$ cat config.mk
export PLATFORM = sky130hd
export DESIGN_NAME = obstacle_scheduler
export DESIGN_NICKNAME = d
export VERILOG_FILES = /design/src/rtl/obstacle_pkg.sv /design/src/rtl/obstacle_slot.sv /design/src/rtl/obstacle_scheduler.sv
export SDC_FILE = /design/constraint.sdc
export NUM_CORES = 1
export LEC_CHECK = 0
export CAP_MARGIN = 20
export CORE_MARGIN = 5
export CORE_UTILIZATION = 53
export CTS_CLUSTER_SIZE = 14
export DETAILED_ROUTE_END_ITERATION = 7
export PLACE_DENSITY = 0.83
export SETUP_SLACK_MARGIN = 0.15
export SLEW_MARGIN = 40
export SYNTH_ARGS = -nofsm -noshare
export SYNTH_HDL_FRONTEND = slang
export SYNTH_SLANG_ARGS = --single-unit
$ cat constraint.sdc
create_clock -name CLK -period 4.91 [get_ports CLK]
set_clock_uncertainty 0.2 [all_clocks]
set_input_delay 0.982 -clock CLK [delete_from_list [all_inputs] [get_ports CLK]]
set_output_delay 0.982 -clock CLK [all_outputs]
set_load 0.05 [all_outputs]
$ cat src/rtl/obstacle_pkg.sv
// obstacle_pkg: obstacle type encodings, y levels and the rand-to-obstacle mapping shared with the renderers
package obstacle_pkg;
    typedef enum logic [1:0] {
        OBS_IDLE   = 2'd0,
        OBS_AIR    = 2'd1,
        OBS_CACTUS = 2'd2,
        OBS_ROCK   = 2'd3
    } obs_type_t;

    typedef enum logic [1:0] {
        LVL_HIGH = 2'd0,
        LVL_MID  = 2'd1,
        LVL_LOW  = 2'd2
    } obs_lvl_t;

    typedef struct packed {
        obs_type_t typ;
        obs_lvl_t  lvl;
    } obs_pick_t;

    localparam int OBS_HIGH_Y = 160;
    localparam int OBS_MID_Y  = 200;
    localparam int OBS_LOW_Y  = 247;

    // rand % 6: 0 high air, 1 mid air, 2-3 cactus, 4-5 rock
    function automatic obs_pick_t obs_pick(input logic [12:0] r);
        obs_pick_t p;
        logic [2:0] m;
        m     = 3'(r % 13'd6);
        p.typ = m < 3'd2 ? OBS_AIR : m < 3'd4 ? OBS_CACTUS : OBS_ROCK;
        p.lvl = m == 3'd0 ? LVL_HIGH : m == 3'd1 ? LVL_MID : LVL_LOW;
        return p;
    endfunction
endpackage

$ cat src/rtl/obstacle_slot.sv
// obstacle_slot: one obstacle's busy/type/x/y state with allocate, move and retire
module obstacle_slot
    import obstacle_pkg::*;
#(
    parameter int XW        = 10,
    parameter int SPAWN_X   = 780,
    parameter int DESPAWN_X = 80,
    parameter int LOW_Y     = OBS_LOW_Y
) (
    input  logic          CLK,
    input  logic          RESET,
    input  logic          clear,
    input  logic          run,
    input  logic          alloc,
    input  obs_type_t     alloc_type,
    input  logic [XW-1:0] alloc_y,
    input  logic          move,
    output logic          busy,
    output logic [1:0]    typ,
    output logic [XW-1:0] x,
    output logic [XW-1:0] y,
    output logic          retire
);
    assign retire = run & busy & (x <= XW'(DESPAWN_X));

    // retire beats move; alloc only ever targets an idle slot so it never meets retire
    always_ff @(posedge CLK or posedge RESET) begin
        if (RESET) begin
            busy <= 1'b0;
            typ  <= OBS_IDLE;
            x    <= XW'(SPAWN_X);
            y    <= XW'(LOW_Y);
        end else if (clear) begin
            busy <= 1'b0;
            typ  <= OBS_IDLE;
            x    <= XW'(SPAWN_X);
            y    <= XW'(LOW_Y);
        end else if (retire) begin
            busy <= 1'b0;
            typ  <= OBS_IDLE;
            x    <= XW'(SPAWN_X);
        end else if (run & alloc) begin
            busy <= 1'b1;
            typ  <= alloc_type;
            x    <= XW'(SPAWN_X);
            y    <= alloc_y;
        end else if (run & move & busy) begin
            x <= x - XW'(1);
        end
    end
endmodule

$ cat src/rtl/obstacle_scheduler.sv
// obstacle_scheduler: spawns, moves and retires a pool of scrolling obstacles, ramps speed and keeps score
module obstacle_scheduler
    import obstacle_pkg::*;
#(
    parameter int NUM_SLOTS  = 3,
    parameter int XW         = 10,
    parameter int SPAWN_X    = 780,
    parameter int DESPAWN_X  = 80,
    parameter int HIGH_Y     = OBS_HIGH_Y,
    parameter int MID_Y      = OBS_MID_Y,
    parameter int LOW_Y      = OBS_LOW_Y,
    parameter int SPEED_INIT = 200,
    parameter int SPEED_STEP = 20,
    parameter int SPEED_MIN  = 40,
    parameter int RAMP_TICKS = 180
) (
    input  logic                    CLK,
    input  logic                    RESET,
    input  logic                    run,
    input  logic                    clear,
    input  logic                    spawn_tick,
    input  logic                    move_tick,
    input  logic                    ramp_tick,
    input  logic [12:0]             rand_val,
    output logic [NUM_SLOTS-1:0]    slot_busy,
    output logic [2*NUM_SLOTS-1:0]  slot_type,
    output logic [XW*NUM_SLOTS-1:0] slot_x,
    output logic [XW*NUM_SLOTS-1:0] slot_y,
    output logic [7:0]              speed,
    output logic                    spawned,
    output logic [15:0]             score
);
    localparam int RW = $clog2(RAMP_TICKS + 1);

    logic [7:0]           spawn_cnt;
    logic [7:0]           move_cnt;
    logic [RW-1:0]        ramp_cnt;
    logic [NUM_SLOTS-1:0] retire_v;
    logic [NUM_SLOTS-1:0] alloc_v;
    logic                 alloc_any;
    logic                 spawn_due;
    logic                 move_due;
    logic                 ramp_due;
    logic [3:0]           ret_n;
    logic [16:0]          score_sum;
    obs_pick_t            pick;
    logic [XW-1:0]        pick_y;

    assign pick      = obs_pick(rand_val);
    assign pick_y    = pick.lvl == LVL_HIGH ? XW'(HIGH_Y) : pick.lvl == LVL_MID ? XW'(MID_Y) : XW'(LOW_Y);
    assign spawn_due = run & spawn_tick & ~(spawn_cnt < speed);
    assign move_due  = run & move_tick & ~(move_cnt < speed);
    assign ramp_due  = run & ramp_tick & (ramp_cnt == RW'(RAMP_TICKS - 1));
    assign alloc_any = |alloc_v;
    assign score_sum = {1'b0, score} + 17'(ret_n);

    // lowest-index idle slot wins; retiring slots are still busy so they are never picked
    always_comb begin
        alloc_v = '0;
        for (int i = NUM_SLOTS - 1; i >= 0; i--) alloc_v = slot_busy[i] ? alloc_v : NUM_SLOTS'(1) << i;
        alloc_v = spawn_due ? alloc_v : '0;
    end

    // number of slots retiring this cycle
    always_comb begin
        ret_n = '0;
        for (int i = 0; i < NUM_SLOTS; i++) ret_n = ret_n + 4'(retire_v[i]);
    end

    // cadence counters, speed ramp and score; spawn_cnt holds when the pool is full
    always_ff @(posedge CLK or posedge RESET) begin
        if (RESET) begin
            spawn_cnt <= '0;
            move_cnt  <= '0;
            ramp_cnt  <= '0;
            speed     <= 8'(SPEED_INIT);
            spawned   <= 1'b0;
            score     <= '0;
        end else if (clear) begin
            spawn_cnt <= '0;
            move_cnt  <= '0;
            ramp_cnt  <= '0;
            speed     <= 8'(SPEED_INIT);
            spawned   <= 1'b0;
            score     <= '0;
        end else if (run) begin
            if (spawn_tick) spawn_cnt <= spawn_cnt < speed ? spawn_cnt + 8'd1 : alloc_any ? 8'd0 : spawn_cnt;
            if (move_tick) move_cnt <= move_cnt < speed ? move_cnt + 8'd1 : 8'd0;
            if (ramp_tick) ramp_cnt <= ramp_due ? '0 : ramp_cnt + RW'(1);
            if (ramp_due) speed <= int'(speed) >= SPEED_MIN + SPEED_STEP ? speed - 8'(SPEED_STEP) : 8'(SPEED_MIN);
            score   <= score_sum[16] ? 16'hFFFF : score_sum[15:0];
            spawned <= alloc_any;
        end else begin
            spawned <= 1'b0;
        end
    end

    for (genvar g = 0; g < NUM_SLOTS; g++) begin : g_slot
        obstacle_slot #(
            .XW        (XW),
            .SPAWN_X   (SPAWN_X),
            .DESPAWN_X (DESPAWN_X),
            .LOW_Y     (LOW_Y)
        ) u_slot (
            .CLK        (CLK),
            .RESET      (RESET),
            .clear      (clear),
            .run        (run),
            .alloc      (alloc_v[g]),
            .alloc_type (pick.typ),
            .alloc_y    (pick_y),
            .move       (move_due),
            .busy       (slot_busy[g]),
            .typ        (slot_type[2*g +: 2]),
            .x          (slot_x[XW*g +: XW]),
            .y          (slot_y[XW*g +: XW]),
            .retire     (retire_v[g])
        );
    end
endmodule

Word-level counts from Yosys, hierarchy flattened
Index checks and enable logic that the tools add are counted.
{ "op_classes": {"n_addsub": 10, "n_div": 1, "magnitude_cmp": 8, "eq_ne": 6, "muxes": 71, "bitwise_logic": 21, "reduce_logical": 25} }
{ "op_table": {"columns": ["op", "n"], "rows": [
  ["10-bit 2-to-1 mux", 21],
  ["8-bit 2-to-1 mux", 17],
  ["16-bit 2-to-1 mux", 3],
  ["10-bit by 7-bit <= comparator with 1-bit output, second input constant", 3],
  ["10-bit by 1-bit subtractor with 10-bit output, second input constant", 3],
  ["8-bit by 1-bit adder with 8-bit output, second input constant", 3],
  ["2-bit 2-to-1 mux", 12],
  ["1-bit AND", 19],
  ["16-bit by 4-bit adder with 17-bit output", 1],
  ["8-bit < comparator", 2],
  ["2-bit nonzero test", 8],
  ["13-bit by 3-bit modulo with 13-bit output, second input constant", 1],
  ["1-bit 2-to-1 mux", 12],
  ["3-bit 2-to-1 mux", 4],
  ["2-bit AND reduction", 6],
  ["3-bit nonzero test", 4],
  ["4-bit nonzero test", 3],
  ["8-bit == test, second input constant", 1],
  ["8-bit by 6-bit greater-or-equal comparator with 1-bit output, second input constant", 1],
  ["8-bit by 5-bit subtractor with 8-bit output, second input constant", 1],
  ["7-bit 2-to-1 mux", 1],
  ["6-bit 2-to-1 mux", 1],
  ["2-bit != test, second input constant", 3],
  ["2-bit by 1-bit adder with 3-bit output", 1],
  ["other kinds (10)", 11]
]} }
{ "totals": {"register_bits": 118, "out_inout_bits": 94} }

Logic depth before layout (Yosys ltp)
{ "logic_depth": {"word_depth": 10, "depth_mapped": 18} }

Modules after synthesis
From an unflattened synthesis, not the netlist that was laid out.
{ "unflattened": {"hier_cells": 717, "hier_area_um2": 6834.1} }
{ "by_module_without_submodules": {"columns": ["module", "instances", "cells_per_inst", "area_per_inst_um2", "seq_area_each_um2"], "rows": [
  ["obstacle_scheduler", 1, 438, 3624.7, 1179.9],
  ["obstacle_slot", 3, 93, 1069.8, 589.3]
]} }

Worst setup path before layout
OpenSTA, ideal clock, no wires.
{ "synth_path": {"kind": "input-to-reg", "from": "input rand_val[10]", "to": "register g_slot[1].u_slot.y[3]", "setup_ns": 0.120, "arrival_ns": 4.168, "required_ns": 4.590, "path_slack_ns": 0.422, "cell_stages": 17, "path_cell_list": "buf_6 -> or4b_4 -> mux2i_4 -> o22ai_1 -> and2_1 -> o311a_1 -> o22ai_2 -> or2_1 -> nor3_1 -> a21o_1 -> ha_1 -> nor2_1 -> nand3_1 -> o21a_1 -> a31o_2 -> buf_2 -> a31o_1"} }
{ "synth_between": {"elab_chain_len": 10, "word_cells_on_any_way": 12} }
{ "synth_lines": {"columns": ["element", "line_no", "text"], "rows": [
  ["from (decl)", "obstacle_scheduler.sv:24", "input logic [12:0] rand_val,"],
  ["13-bit by 3-bit modulo with 13-bit output (*)", "obstacle_pkg.sv:29", "m = 3'(r % 13'd6);"],
  ["3-bit by 1-bit == test with 1-bit output", "obstacle_pkg.sv:31", "p.lvl = m == 3'd0 ? LVL_HIGH : m == 3'd1 ? LVL_MID : LVL_LOW;"],
  ["2-bit 2-to-1 mux", "obstacle_pkg.sv:31", null],
  ["2-bit 2-to-1 mux (*)", "obstacle_pkg.sv:31", null],
  ["2-bit by 1-bit == test with 1-bit output", "obstacle_scheduler.sv:50", "assign pick_y = pick.lvl == LVL_HIGH ? XW'(HIGH_Y) : pick.lvl == LVL_MID ? XW'(MID_Y) : XW'(LOW_Y);"],
  ["6-bit 2-to-1 mux", "obstacle_scheduler.sv:50", null],
  ["7-bit 2-to-1 mux (*)", "obstacle_scheduler.sv:50", null],
  ["10-bit 2-to-1 mux (*)", "obstacle_slot.sv:42", "end else if (run & alloc) begin"],
  ["10-bit 2-to-1 mux (*)", "obstacle_slot.sv:38", "end else if (retire) begin"],
  ["10-bit 2-to-1 mux (*)", "obstacle_slot.sv:33", "end else if (clear) begin"],
  ["to (signal assigned)", "obstacle_slot.sv:32", "y <= XW'(LOW_Y);"],
  ["to (signal assigned)", "obstacle_slot.sv:37", "y <= XW'(LOW_Y);"],
  ["to (signal assigned)", "obstacle_slot.sv:46", "y <= alloc_y;"],
  ["to (decl)", "obstacle_slot.sv:21", "output logic [XW-1:0] y,"]
]} }
Mark *: on every way between the ends. The rest lies on a longest branch, timed or not. The select of a mux whose other input is x is not followed.
A chain may end at the register's enable or synchronous reset.

Worst setup path after layout
{ "layout_path": {"from": "input rand_val[9]", "to": "register g_slot[2].u_slot.y[3]"} }
{ "layout_between": {"elab_chain_len": 10, "word_cells_on_any_way": 12} }
{ "layout_lines": {"columns": ["element", "line_no"], "rows": [
  ["13-bit by 3-bit modulo with 13-bit output (*)", "obstacle_pkg.sv:29"],
  ["3-bit by 1-bit == test with 1-bit output", "obstacle_pkg.sv:31"],
  ["2-bit 2-to-1 mux", "obstacle_pkg.sv:31"],
  ["2-bit 2-to-1 mux (*)", "obstacle_pkg.sv:31"],
  ["2-bit by 1-bit == test with 1-bit output", "obstacle_scheduler.sv:50"],
  ["6-bit 2-to-1 mux", "obstacle_scheduler.sv:50"],
  ["7-bit 2-to-1 mux (*)", "obstacle_scheduler.sv:50"],
  ["10-bit 2-to-1 mux (*)", "obstacle_slot.sv:42"],
  ["10-bit 2-to-1 mux (*)", "obstacle_slot.sv:38"],
  ["10-bit 2-to-1 mux (*)", "obstacle_slot.sv:33"],
  ["to (signal assigned)", "obstacle_slot.sv:32"],
  ["to (signal assigned)", "obstacle_slot.sv:37"],
  ["to (signal assigned)", "obstacle_slot.sv:46"],
  ["to (decl)", "obstacle_slot.sv:21"]
]} }
Marks and branches as above.

==> metrics.csv <==
stage;metric;value;unit
min_path;worst min-delay path startpoint;g_slot[2].u_slot.x[9]$_DFFE_PP1P_;
global_route;first-pass GRT wire length;27.3;mm
critical_path;R2R Path Start;g_slot[1].u_slot.x[0]$_DFFE_PP0P_;
cts;Clock Latency Late Sink;0.36;ns
finish;Storage cell area;2480;sq um
finish;Layout area overhead;24.6;%
detailed_routing;DRC viols;0;
cts;CTS tree;done;
synth;top-area cell type share of the netlist area;29.6;%
synth;Synth Flop Type;dfrtp_1;
finish;FILL cells;902;
critical_path;crit path DAT;4.67;ns
power_and_ir_drop;Worst VDD drop;177;uV
global_route;largest net degree at the start of global routing;43;
finish;most frequent cells in the layout;97 x clkdlybuf4s50_1, 88 x nor2_1, 74 x dfrtp_1;
critical_path;worst r2r dst;score[11]$_DFFE_PP0P_;
place;post-placement setup slack;-0.232;ns
critical_path;crit path from;rand_val[9];
critical_path;Worst Path Required;4.96;ns
cts;# hold bufs at CTS;0;
critical_path;Worst setup SP type;input port;
finish;Nets;858;
finish;fin cells;961;
critical_path;reg2reg setup slack;0.87;ns
synth;Seq/Total Area, Yosys;39.7;%
synth;Gate Count Post-Synth;714;
global_route;antenna violations before repair;0;
timing;worst-margin pin slew;0.737;ns
cts;root buffer cell;clkbuf_16;
power_and_ir_drop;pwr dens;235;nW/um^2
floorplan;Die Area;14100;sq um
timing;slew margin rel.;50.7;%
cts;CTS buffer count;9;
synth;Post-synth EDFFs;0;
detailed_routing;First DRT Iteration DRCs;467;
critical_path;CP Max Fanout;7;
timing;endpoints failing setup;0;
detailed_routing;Total Wirelength;16.6;mm
finish;fin area;7800;sq um
finish;ratio of cells with drive above 1 in the final layout;12.0;%
synth;Yosys warning count;0;
timing;RSZ-0062 raised after global routing;yes;
place;placed insts;944;
synth;cell area after synthesis;6260;sq um
place;Placed Area;7420;sq um
cts;clock buffer depth;2;
finish;commonest non-fill, non-tap cell in the layout;clkdlybuf4s50_1;
synth;post-synthesis async set-or-reset flop share;100;%
detailed_routing;1st-pass router iterations;5;
place;GP Congestion;0.909;
run_status;outcome;complete, no violations;
cts;# H-tree levels;3;
global_route;GRT Util Overall;23.2;%
detailed_routing;vias per inst;6.07;
finish;multi-input logic area;3500;sq um
cts;CTS clk-pin slew, worst paths;0.08;ns
global_route;overflow left after global routing;0;
floorplan;die height;119;microns
timing;Final min period;4.62;ns
min_path;Hold Path Class;reg -> reg;
finish;Diodes inserted;0;
synth;area leader, netlist;dfrtp_1;
timing;Final period util;94.1;%
synth;Avg Synthesized Cell Area;8.77;sq um
synth;Area contributors post-synth;dfrtp_1 30%, dfstp_2 10%, nor2_1 5.3%, ha_1 4.6%, nand2_1 4.3%;
synth;FF+latch count, synth;98;
cts;# clock sinks;98;
critical_path;critical path type;in -> reg;
timing;Max Slew Vio Count;0;
floorplan;Starting Density;54.3;%
floorplan;DIE WIDTH;119;microns
detailed_routing;total number of vias;5833;
timing;final worst setup slack;0.287;ns
critical_path;R2R depth;15;
synth;count of cell types in the netlist;74;
detailed_routing;Wirelength per Cell;17.3;microns
timing;Fin. Hold Viols;0;
run;Max-Cap Viols;0;
power_and_ir_drop;leakage;0.00326;uW
detailed_routing;Final ANT Viol Nets;0;
floorplan;Ports;114;
place;hpwl dp;11.9;mm
critical_path;Critical Path End;g_slot[2].u_slot.y[3]$_DFFE_PP0P_;
global_route;vias in the first global route;5649;
floorplan;Site Rows;39;
place;PortBufs;102;
floorplan;core region area;11500;sq um
critical_path;CP endpoint kind;flop;
timing;Max Freq;216;MHz
timing;hold_ws;0.287;ns
==> repair_timing <==
item | 4_1_cts | 5_1_grt
pin swaps | 0 | 1
resized for setup | 1 | 14
endpoints found under the setup margin | 1 | 14
setup buffers | 0 | 0
gates cloned | 0 | 1
==> logic make-up (layout without fill, tap and decap cells) <==
group           count (synthesis)  in the layout  share of synthesized area (%)
compound gates                156            157                           17.4
buf+inv                        76            170                           6.22
simple gates                  313            313                           24.9
mux                             8              8                           1.50
flops                          98             98                           39.7
fa+ha+maj                      25             25                           5.24
xor+xnor                       36             36                           5.04
other cells                     2             11                          0.120
==> Yosys cell counts, types with 10 or more instances <==
master / count
nor2_1: 89
dfrtp_1: 74
nand2_1: 72
nand3_1: 30
nor3_1: 30
a21oi_1: 28
o21ai_0: 25
dfstp_2: 24
buf_4: 23
clkbuf_1: 23
ha_1: 23
inv_1: 22
xnor2_1: 19
xor2_1: 17
a211oi_1: 16
nor4_1: 11
a31oi_1: 10
o21a_1: 10
==> routing by layer <==
| metal | global-route usage (%) | share of wire (%) | vias up |
|---|---|---|---|
| li1 | - | - | 2734 |
| met1 | 29.2 | 42 | 2840 |
| met2 | 39.1 | 50 | 219 |
| met3 | 5.30 | 6.1 | 40 |
| met4 | 8.69 | 2.5 | 0 |
| met5 | 0 | 0 | - |
==> worst min-delay path by stage <==
stage / end / slack (ns) / cells past startpoint
after detailed placement: g_slot[2].u_slot.x[9]$_DFFE_PP1P_ / 0.28 / 2
after floorplan: move_cnt[4]$_DFFE_PP0P_ / 0.29 / 1
after CTS: g_slot[2].u_slot.x[9]$_DFFE_PP1P_ / 0.29 / 2
final: g_slot[2].u_slot.x[9]$_DFFE_PP1P_ / 0.29 / 2
after global placement: g_slot[1].u_slot.x[9]$_DFFE_PP1P_ / 0.27 / 2
after global routing: g_slot[0].u_slot.x[9]$_DFFE_PP1P_ / 0.30 / 2
==> area by class of cell <==
type / instances / share of cell area, %
clock buffer: 9 / 2.89
clock inverter: 7 / 1.06
inverter: 23 / 1.12
multi-input combinational: 550 / 44.9
sequential: 98 / 31.8
tap: 143 / 2.29
timing repair buffer: 131 / 15.9
==> registers in the layout (all words and copies together), names as in the netlist <==
signal	flops
speed	6
g_slot.u_slot.y	12
spawned	1
g_slot.u_slot.x	30
ramp_cnt	8
g_slot.u_slot.busy	3
move_cnt	8
score	16
g_slot.u_slot.typ	6
spawn_cnt	8
==> power by group <==
part	total [uW]	switching, uW	internal (uW)
Combinational	275	176	98.8
Clock	742	338	404
Sequential	819	5.79	814
Total	1840	520	1320
==> critical path, cell delays in order <==
cell	delay, ns
clkdlybuf4s50_1	0.54
or4bb_4	0.56
a21oi_1	0.15
o22ai_1	0.12
and2_1	0.20
o311a_1	0.36
o22ai_2	0.14
or2_1	0.16
nor3_2	0.05
a21o_1	0.16
ha_1	0.23
nor2_2	0.13
nand2_1	0.08
nor3_2	0.17
a41oi_2	0.09
a31o_4	0.30
a32o_1	0.26
==> metrics by stage <==
| stage | setup TNS [ns] | util, % | power [uW] |
|---|---|---|---|
| floorplan | 0 | - | 1010 |
| global placement | 0 | 64.3 | 1080 |
| detailed placement | -1.76 | 64.4 | 1090 |
| CTS | 0 | 67.1 | 1830 |
| global route | 0 | 67.7 | 1910 |
| finish | 0 | 67.7 | 1840 |
Power figures use the tool's default switching activity.
==> variant, RTL diff (same flow settings) <==
Set the parameter `RAMP_TICKS` to 360 (it was 180).
--- a/src/rtl/obstacle_scheduler.sv
+++ b/src/rtl/obstacle_scheduler.sv
@@ -12,7 +12,7 @@
     parameter int SPEED_INIT = 200,
     parameter int SPEED_STEP = 20,
     parameter int SPEED_MIN  = 40,
-    parameter int RAMP_TICKS = 180
+    parameter int RAMP_TICKS = 360
 ) (
     input  logic                    CLK,
     input  logic                    RESET,
Check against the original RTL: no difference found for any inputs over 10 cycles, from zero or initial values and one cycle with RESET high; that may be too few to reach the edited logic, so the function may still have changed.
==> variant against the unedited design <==
  * Combinational power up 19%
  * Cell area up 5.6%
  * Power up 4.6%
  * Routed wire length up 3.4%
  * Count of clock-buffer cells in the layout up 1
  * Sequential cell count up 1
  * Area after synthesis up 5.7%
  * Worst setup slack worse by 0.045 ns
  * Final cell count up 6.8%
  * Global-route usage up 0.25 points
==> variant: results (changes against the unedited design) <==
worst r2r src: g_slot[2].u_slot.x[0]$_DFFE_PP0P_
post-layout net count: 898 (+4.7%)
most common cell after layout, fill and taps aside: nor2_1
Worst Setup SP: rand_val[8]
synth top area cells: dfrtp_1 28%, dfstp_2 9.5%, nor2_1 5.8%, ha_1 4.3%, nand2_1 3.3%
Post-DP HPWL: 12600 µm (+5.8%)
global-route wire length before repair: 28700 µm (+5.1%)
post-synthesis xor/xnor area fraction: 0.0530 (+0.00257)
top post-synthesis cells by count: 102 x nor2_1, 75 x dfrtp_1, 58 x nand2_1
GP Congestion: 0.929 (+2.3%)
P_leak: 3.37 nW (+3.3%)
R2R Path End: score[0]$_DFFE_PP0P_
drt drc: 0 (unchanged)
Distinct cells, synth: 96 (+30%)
Final Hold Vio Count: 0 (unchanged)
Crit path max-delay family: simple AND/OR/NAND/NOR gates
DR WL/cell: 16.8 µm (-3.1%)
TritonCTS Buffers: 9 (unchanged)
CP max-delay cell: or4b_4
biggest cell delay along the critical path: 0.49 ns (-0.07 ns)
mux contribution to synthesized area: 0.0136 (-0.00138)
end of the worst hold path: move_cnt[1]$_DFFE_PP0P_
critical path peak fanout: 6 (-1)
Clock transition at path regs: 0.07 ns
Skew-Pair Late Insertion Delay: 0.35 ns
layout cell share with drive strength beyond 1: 0.141 (+0.0212)
Adder-Cell Fraction of Synth Area: 0.0495 (-0.00283)
area of placed instances: 7780 µm² (+4.9%)
Max clock buf depth: 2 (unchanged)
ys async rst share: 1.00 (unchanged)
antenna cells: 0 (unchanged)
clk root buf: clkbuf_16
Synth Area in Compound Gates: 0.203 (+0.0294)
First DRT Iteration DRCs: 353 (-24%)
WP data arrival: 4.68 ns (about the same)
status: completed
Hold WC Path Type: reg -> reg
Setup crit end: g_slot[2].u_slot.typ[1]$_DFFE_PP0P_
worst setup margin: 0.243 ns (-0.0446 ns)
largest net degree at the start of global routing: 57 (+33%)
Place WS: -0.303 ns (-0.0716 ns)
number of global-route vias before repair: 5947 (+5.3%)
initial antenna violation count: 0 (unchanged)
GR Util All Layers: 0.235 (+0.00252)
hold_sp: move_cnt[1]$_DFFE_PP0P_
Seq/Total Area, Yosys: 0.379 (-0.0177)
Hold Buf Count CTS: 0 (unchanged)
Max-slew headroom: 0.590 (+0.0831)
Regs by FF count: g_slot.u_slot.x: 30 flops, score: 16 flops, g_slot.u_slot.y: 12 flops
TritonRoute pass-1 iters: 5 (unchanged)
DR vias: 6086 (+4.3%)
worst vdd ir: 0.187 mV (+5.6%)
Worst R2R Setup Slack: 0.71 ns (-0.16 ns)
yosys warns: 0 (unchanged)
port buffer count: 102 (unchanged)
## variant: cell count changes in the layout (fill, tap and decap cells not counted), moves of 7 or more
cell / unedited run / this run
nand2_1: 72 / 58
nor2_1: 88 / 101
inv_1: 21 / 33
o21ai_0: 25 / 34
a211oi_1: 15 / 8
## variant: logic make-up (layout without fill, tap and decap cells)
| family | Yosys count | in the layout |
|---|---|---|
| DFF | 99 | 99 |
| and+or+nand+nor | 310 | 310 |
| adders and majority gates | 25 | 25 |
| buffers and inverters | 86 | 187 |
| xor gates and xnor gates | 40 | 40 |
| muxes | 6 | 6 |
| other | 2 | 11 |
| AOI/OAI and AO/OA | 180 | 180 |
## variant: final cells by class
type                    instances  area, µm²
fillers                       954       3870
multi-input cells             572       3780
flip-flops and latches         99       2510
repair buffers                136       1280
clock buffers                  10        229
well taps                     168        210
inverters                      35        133
clock inverters                 6       88.8
## variant: through the flow
stage | cells | util | hold WS, ns
floorplan | 757 | - | 0.268
global placement | 1002 | 0.642 | 0.286
finish | 1026 | 0.680 | 0.308
detailed placement | 1002 | 0.642 | 0.295
global route | 1026 | 0.680 | 0.350
CTS | 1018 | 0.670 | 0.309
## variant: where the power goes
part / total, mW / switching [mW] / leakage (nW) / internal, mW
clock: 0.758 / 0.310 / 0.149 / 0.448
combinational: 0.326 / 0.205 / 1.92 / 0.122
sequential: 0.836 / 0.00895 / 1.29 / 0.827
total: 1.92 / 0.524 / 3.37 / 1.40
## variant: timing repair
item | in CTS | in global routing
pin swaps | 0 | 9
setup buffers | 0 | 8
cloned | 0 | 0
gates resized for setup | 2 | 19
setup endpoints to repair | 18 | 18
## variant: routing by layer
metal,global-route usage,vias up,share of wire
li1,-,2878,-
met1,0.299,2965,0.42
met2,0.390,198,0.49
met3,0.0557,45,0.060
met4,0.0847,0,0.027
met5,0,-,0
